<file path="src/rtl/main_mem_arbiter_pkg.sv">
// Shared sizing constants for the main memory arbiter and its users.
// Requester count is the agents plus codemaker and control tower.
package main_mem_arbiter_pkg;
    localparam int MAIN_MEMORY_ADDR_BITS = 6;
    localparam int NUMBER_OF_AGENTS      = 1;
endpackage

</file>
<file path="src/rtl/main_mem_rr_pick.sv">
// Combinational round-robin pick: first requester strictly after ptr, wrapping.
// Iterates farthest-to-nearest so the nearest asserted request is the last write.
module main_mem_rr_pick #(
    parameter int NUM_REQ = 3,
    parameter int IDX_W   = 2
) (
    input  logic [NUM_REQ-1:0] req,
    input  logic [IDX_W-1:0]   ptr,
    output logic [IDX_W-1:0]   winner,
    output logic               any_req
);

    always_comb begin
        winner = '0;
        for (int k = NUM_REQ; k >= 1; k--) begin
            if (req[(int'(ptr) + k) % NUM_REQ]) winner = IDX_W'((int'(ptr) + k) % NUM_REQ);
        end
    end

    assign any_req = |req;

endmodule

</file>
<file path="src/rtl/main_mem_arbiter.sv">
// Round-robin arbiter for the single-port main memory with grant hold and
// bounded-tenure preemption; one access per cycle, ack one cycle after access.
module main_mem_arbiter
    import main_mem_arbiter_pkg::*;
#(
    parameter int NUM_REQ  = NUMBER_OF_AGENTS + 2,
    parameter int ADDR_W   = MAIN_MEMORY_ADDR_BITS,
    parameter int MAX_HOLD = 4
) (
    input  logic                  clk,
    input  logic                  rst,
    input  logic [NUM_REQ-1:0]    req,
    input  logic [NUM_REQ-1:0]    req_we,
    input  logic [NUM_REQ*ADDR_W-1:0] req_addr,
    input  logic [NUM_REQ*32-1:0] req_in,
    output logic [NUM_REQ-1:0]    grant,
    output logic [NUM_REQ-1:0]    ack,
    output logic [31:0]           rd_data,
    output logic                  busy,
    output logic                  main_mem_we,
    output logic [ADDR_W-1:0]     main_mem_addr,
    output logic [31:0]           main_mem_in,
    input  logic [31:0]           main_mem_out
);

    localparam int OW = (NUM_REQ > 1) ? $clog2(NUM_REQ) : 1;
    localparam int HW = $clog2(MAX_HOLD + 1);

    localparam logic [0:0] ST_IDLE  = 1'b0;
    localparam logic [0:0] ST_OWNED = 1'b1;

    logic [0:0]         state;
    logic [OW-1:0]      owner;
    logic [OW-1:0]      ptr;
    logic [OW-1:0]      pick_ptr;
    logic [OW-1:0]      winner;
    logic               any_req;
    logic [HW-1:0]      hold_cnt;
    logic [NUM_REQ-1:0] owner_oh;
    logic               access;
    logic               contender;
    logic               hand_off;

    assign busy      = (state == ST_OWNED);
    assign owner_oh  = NUM_REQ'(1) << owner;
    assign access    = busy && req[owner];
    assign contender = |(req & ~owner_oh);
    // Preemption after MAX_HOLD accesses only when someone else is waiting;
    // >= keeps it armed once the counter has saturated with no contender.
    assign hand_off  = busy && (!req[owner] || (hold_cnt >= HW'(MAX_HOLD - 1) && contender));

    // While owned, the search starts after the current owner so a handover
    // never re-selects it; in IDLE it starts after the last owner.
    assign pick_ptr = busy ? owner : ptr;

    main_mem_rr_pick #(
        .NUM_REQ (NUM_REQ),
        .IDX_W   (OW)
    ) u_pick (
        .req     (req),
        .ptr     (pick_ptr),
        .winner  (winner),
        .any_req (any_req)
    );

    assign main_mem_we   = access && req_we[owner];
    assign main_mem_addr = access ? req_addr[owner*ADDR_W +: ADDR_W] : '0;
    assign main_mem_in   = access ? req_in[owner*32 +: 32] : '0;
    assign rd_data       = main_mem_out;

    always_ff @(posedge clk or posedge rst) begin
        if (rst) begin
            state    <= ST_IDLE;
            owner    <= '0;
            ptr      <= OW'(NUM_REQ - 1);
            hold_cnt <= '0;
            grant    <= '0;
            ack      <= '0;
        end else begin
            ack <= access ? owner_oh : '0;
            case (state)
                ST_IDLE: begin
                    if (any_req) begin
                        state    <= ST_OWNED;
                        owner    <= winner;
                        grant    <= NUM_REQ'(1) << winner;
                        hold_cnt <= '0;
                    end
                end
                ST_OWNED: begin
                    if (hand_off) begin
                        ptr      <= owner;
                        hold_cnt <= '0;
                        if (any_req) begin
                            owner <= winner;
                            grant <= NUM_REQ'(1) << winner;
                        end else begin
                            state <= ST_IDLE;
                            grant <= '0;
                        end
                    end else if (hold_cnt != HW'(MAX_HOLD)) begin
                        hold_cnt <= hold_cnt + HW'(1);
                    end
                end
                default: begin
                    state <= ST_IDLE;
                    grant <= '0;
                end
            endcase
        end
    end

endmodule
</file>
<file path="config.mk">
export PLATFORM = sky130hd
export DESIGN_NAME = main_mem_arbiter
export DESIGN_NICKNAME = d
export VERILOG_FILES = /design/src/rtl/main_mem_arbiter_pkg.sv /design/src/rtl/main_mem_rr_pick.sv /design/src/rtl/main_mem_arbiter.sv
export SDC_FILE = /design/constraint.sdc
export NUM_CORES = 1
export LEC_CHECK = 0
export CELL_PAD_IN_SITES_DETAIL_PLACEMENT = 1
export CELL_PAD_IN_SITES_GLOBAL_PLACEMENT = 1
export CORE_UTILIZATION = 20
export DETAILED_ROUTE_END_ITERATION = 12
export HOLD_SLACK_MARGIN = 0.03
export PLACE_DENSITY = 0.95
export SLEW_MARGIN = 20
export SYNTH_ARGS = -nofsm -noshare
export SYNTH_HDL_FRONTEND = slang
export SYNTH_HIERARCHICAL = 1
export SYNTH_SLANG_ARGS = --single-unit
</file>
<file path="constraint.sdc">
create_clock -name clk -period 6.91 [get_ports clk]
set_input_delay 1.0365 -clock clk [delete_from_list [all_inputs] [get_ports clk]]
set_output_delay 1.0365 -clock clk [all_outputs]
set_load 0.02 [all_outputs]
</file>
==> results of run 1 <==
==> flip-flops by register name, indices dropped and copies added, names as in the netlist <==
signal and count:
ack 3, busy 1, grant 3, hold_cnt 3, owner 2, ptr 2
==> cell type report <==
class                           count  area [sq um]  area share, %
Clock buffer                        4          55.1           1.47
Timing Repair Buffer              170          1690           45.1
Inverter                            8          30.0          0.800
Multi-Input combinational cell    220          1450           38.7
Sequential cell                    14           354           9.43
Tap cell                          136           170           4.53
==> cell usage in the layout, fill, tap and decap left out, drive strengths merged <==
cell	n
mux2i	41
a21oi	39
nor3b	1
and2	1
buf	3
nand2b	4
o311ai	1
a2111oi	1
clkdlybuf4s50	167
or3	1
dfrtp	13
nor2	80
nand2	4
inv	8
o2bb2ai	3
nand3	1
mux2	5
a21boi	1
and4b	1
clkbuf	4
nor4bb	1
dfstp	1
a22o	1
a21o	3
nand3b	2
and2b	3
ha	6
a221oi	1
o21ai	7
a211oi	4
o221ai	1
or2	2
nor3	1
o31ai	1
nor2b	2
o22ai	1
==> routing by layer <==
metal	up-vias	routed length, microns	global-route usage [%]
li1	1212	-	-
met1	1196	3570	16.4
met2	88	5020	30.3
met3	35	494	2.74
met4	0	216	5.58
met5	-	0	0
==> cells by family (layout without fill, tap and decap cells) <==
logic type	after synthesis	count (layout)	share of synthesized area, %
simple gates	104	104	21.8
fa+ha+maj	6	6	3.43
compound gates	64	64	19.0
flops	14	14	16.1
mux	46	46	22.0
buf+inv	60	182	17.7
==> report_power, final <==
part / switching, W / leakage (nW) / internal [W]
Combinational: 0.000501 / 1.27 / 0.000449
Sequential: 0.0000470 / 0.175 / 0.000111
Clock: 0.0000328 / 0.0288 / 0.0000506
Total: 0.000581 / 1.48 / 0.000610
==> metrics by stage <==
step	instance area, sq um	total power (W)	utilization, %	setup slack (ps)	hold slack (ps)
2_1_floorplan	2190	0.000777	-	3850	478
3_3_place_gp	3700	0.00107	35.4	2390	474
3_5_place_dp	3700	0.00112	35.4	2240	489
4_1_cts	3750	0.00121	35.9	2250	506
5_1_grt	3750	0.00128	35.9	2130	533
6_report	3750	0.00119	35.9	2270	500
==> worst max path at each step <==
stage / startpoint / endpoint / slack [ps]
global route: req[0] / main_mem_in[0] / 2130
finish: req[0] / main_mem_in[0] / 2270
global placement: req[0] / main_mem_in[19] / 2390
floorplan: req[1] / main_mem_in[21] / 3850
detailed placement: req[0] / main_mem_in[0] / 2240
CTS: req[0] / main_mem_in[0] / 2250
==> out/metrics.cfg, run 1 <==
[sta]
hold_viol=0
period_share_pct=67.2
worstMarginPinSlew_ps=970
report.final.slew_viol_count=0
clock_skew_ps=2.03
maxSlewHeadroom_pct=35.1
period_minus_slack_ps=4640
setup_viol=0
clock.fmax_ghz=0.215
fin_tns_setup_ps=0
rsz0062_at_grt=no

[global_route]
grt_pass1_wl_microns=14100
grt_pass1_vias=2782
antenna_found_initial=0
grt_use_total_pct=15.5
grt_max_degree=50
overflow=0

[drt]
wl_per_cell_microns=16.8
drcViolationCount=0
drtIter0Drc=75
vias=2531
vias_per_cell=4.59
first_pass_iters=4
drtAntennaViolNets=0
finalWirelength_microns=9290

[die]
core-area_sq_mm=0.0105
die_h_microns=107
fp.dieW_microns=107
rows=37
initial_core_util_pct=20.9
dieArea_sq_mm=0.0114
ios=232

[placed_design]
port_buffers=167
place_inst=548
dp.final_hpwl_microns=7210
gp_congestion=0.776

[synth]
yosysTopAreaCell=mux2i_1
yosysWarnings=6
synthTopCellsByArea=mux2i_1, dfrtp_1, nor2_1
synth_area_per_cell_sq_um=7.45
syn_inst=294
netlist_top_cells_count=nor2_1, mux2i_1, a21oi_1, buf_4, dfrtp_1
ys_types=45
syn-cell-area_sq_mm=0.00219
synth-seq-cells=14
ys.flop_type=dfrtp_1
synth-async-reset-ratio_pct=100
synth_most_common_cell=nor2_1
synth.top_cell.area_share_pct=18.7
synth_edf_count=0
syn_nets=454
synth-seq-area-share_pct=16.1

[setup_path]
path_buf_inv=2
crit_path_start_kind=input pin
r2r_slack_ps=4030
cp-end-kind=output pin
arrival_ps=3610
crit_slowest_cell=clkdlybuf4s50_1
worst_path_most_repeated_cell=clkdlybuf4s50_1
cp_top_family=buffers and inverters
reg2regPathDepth=8
cp.depth=6
cp_cell_sequence=clkdlybuf4s50_1 -> mux2i_1 -> o21ai_2 -> nand2_2 -> nor2_1 -> clkdlybuf4s50_1
r2r-start=owner[0]$_DFFE_PP0P_
worstPathRequired_ps=5870
r2r_end=grant[1]$_DFFE_PP0P_
cp_slowest_stage_delay_ps=670
cp_max_fo=44
worstSetupPathType=input pin to output pin

[cells_and_area]
final_nets=577
n_fill_cell=1271
diodes=0
layout-area-overhead-vs-synth_pct=71.5
stdcell_count=552
drive_above_1_share_pct=6.49

[pwr]
p_per_area_mw_per_mm2=317
vdd_drop_max_v=0.000158
cellLeakagePower_nw=1.48

[clocking]
cts_tree=yes
cts_resized=0
cts_sinks=14
path_clk_slew_ps=60
h-tree-depth=1
insertion_delay_ps=250
cts_hold_repair.buffers=0
clock_path_buffers=2
cts_made_buffers=3
cts_setup_buffers=0
cts_root_buffer=clkbuf_8

[hold_path]
min_from=grant[0]$_DFFE_PP0P_
hold_path_depth=1
min_to=grant[0]$_DFFE_PP0P_
min_path_type=register to register

[status]
outcome=finished, final reports clean

[run]
maxCapViolCount=0

(Power assumes the default switching activity.)
==> run 2, diff against run 1 <==
Settings changed: CORE_UTILIZATION 20 to 16, PLACE_DENSITY 0.95 to 0.87.
Clock period 6.91 ns to 4.05 ns, I/O delays scaled along.
==> out/metrics.cfg, run 2 (synthesized netlist as in run 1, its figures left out) <==
[clocking]
cts_setup_buffers=0
clock_path_buffers=2
cts_resized=0
path_clk_slew_ps=50
h-tree-depth=1
cts_sinks=14
cts_made_buffers=3
cts_root_buffer=clkbuf_16
cts_tree=yes
cts_hold_repair.buffers=0
insertion_delay_ps=250

[sta]
rsz0062_at_grt=no
period_minus_slack_ps=3580
period_share_pct=88.4
worst_slack_ps=470
worstMarginPinSlew_ps=693
clock_skew_ps=4.48
clock.fmax_ghz=0.279
hold_viol=0
setup_viol=0
maxSlewHeadroom_pct=53.8
fin_tns_setup_ps=0
report.final.slew_viol_count=0

[setup_path]
worstSetupPathType=input pin to output pin
crit_slowest_cell=clkdlybuf4s50_1
crit_path_start_kind=input pin
cp-end-kind=output pin
cp_slowest_stage_delay_ps=720
worstPathRequired_ps=3440
cp_cell_sequence=clkdlybuf4s50_1 -> nand3b_1 -> o21ai_2 -> nand2_2 -> buf_4 -> nor2_1 -> clkdlybuf4s50_1
reg2regPathDepth=9
r2r-start=owner[1]$_DFFE_PP0P_
r2r_end=grant[0]$_DFFE_PP0P_
worst_path_most_repeated_cell=clkdlybuf4s50_1
crit_start=req[2]
arrival_ps=2970
crit_path_end=main_mem_in[0]
r2r_slack_ps=1360
cp_max_fo=17

[pwr]
power.total_w=0.00212
p_per_area_mw_per_mm2=548
cellLeakagePower_nw=1.51
vdd_drop_max_v=0.000202

[status]
outcome=finished, final reports clean

[cells_and_area]
multi_input_area_sq_mm=0.00145
post-route-util_pct=29.0
n_fill_cell=1595
drive_above_1_share_pct=7.16
layout-area-overhead-vs-synth_pct=76.3
layout_commonest_cell=clkdlybuf4s50_1
final_area_sq_mm=0.00386
seq_area_sq_um=354
final_nets=580
diodes=0
final_cell_mix=clkdlybuf4s50_1, nor2_1, mux2i_1, a21oi_1, dfrtp_1
largestRegisters=ack: 3 flops, grant: 3 flops, hold_cnt: 3 flops

[global_route]
antenna_found_initial=0
use_met3_pct=2.06
grtUsageMet2_pct=23.7
grt_pass1_vias=2763
grtUsageMet1_pct=14.1
grt_max_degree=40
overflow=0
grt_use_total_pct=12.5
grt_busiest_layer=met2
grt_pass1_wl_microns=14100

[drt]
drtAntennaViolNets=0
drtIter0Drc=44
vias=2525
finalWirelength_microns=9050
wl_per_cell_microns=15.2
first_pass_iters=4
vias_per_cell=4.24
drcViolationCount=0

[die]
ios=232
die_h_microns=119
rows=42
initial_core_util_pct=16.5
fp.dieW_microns=119
dieArea_sq_mm=0.0142
core-area_sq_mm=0.0133

[placed_design]
placed_cell_area_sq_mm=0.00377
place_ws_ps=465
port_buffers=167
gp_congestion=0.706
dp.final_hpwl_microns=7240

[hold_path]
hold_path_depth=1
min_from=grant[1]$_DFFE_PP0P_
min_path_type=register to register

[run]
maxCapViolCount=0

-- run 2: cell types whose count changed in the layout (fill, tap and decap cells not counted) --
cell	change
buf_4	+3
clkbuf_16	+3
clkbuf_8	-3
-- run 2: through the flow --
stage               std cells  hold slack [ps]
finish                    595              492
global route              595              516
CTS                       595              494
detailed placement        591              484
global placement          591              473
floorplan                 294              478
-- run 2: power breakdown --
group	switching, W	internal [W]
combinational	0.000856	0.000778
clock	0.0000619	0.000150
sequential	0.0000817	0.000190
-- run 2: per-layer routing --
layer  wire length (microns)  up-vias  share of wire [%]
met4                     150        0                1.7
met5                       0        -                  0
met2                    4690      106                 52
met1                    3730     1187                 41
li1                        -     1216                  -
met3                     476       16                5.3
-- run 2: worst min path at each step --
stage / end
5_1_grt: ptr[0]$_DFFE_PP0P_
2_1_floorplan: ptr[0]$_DFFE_PP0P_
3_3_place_gp: grant[0]$_DFFE_PP0P_
3_5_place_dp: grant[0]$_DFFE_PP0P_
4_1_cts: grant[0]$_DFFE_PP0P_
6_report: grant[1]$_DFFE_PP0P_
-- run 2: area by class of cell --
| class | instances | share of cell area (%) |
|---|---|---|
| inverter | 8 | 0.778 |
| clock buffer | 4 | 2.30 |
| timing repair buffer | 173 | 44.5 |
| sequential | 14 | 9.17 |
| multi-input combinational | 220 | 37.6 |
| tap | 176 | 5.70 |
-- run 2: critical path: cells and delay by family --
family                 cells  cell delay, ps
and+or+nand+nor            3             570
buffers and inverters      3            1660
AOI/OAI and AO/OA          1             110
==> run 3, diff against run 2 <==
Settings changed: SLEW_MARGIN 20 to 0.
==> results of run 3 <==
No change in the layout: final DEF, timing and power equal those of run 2.
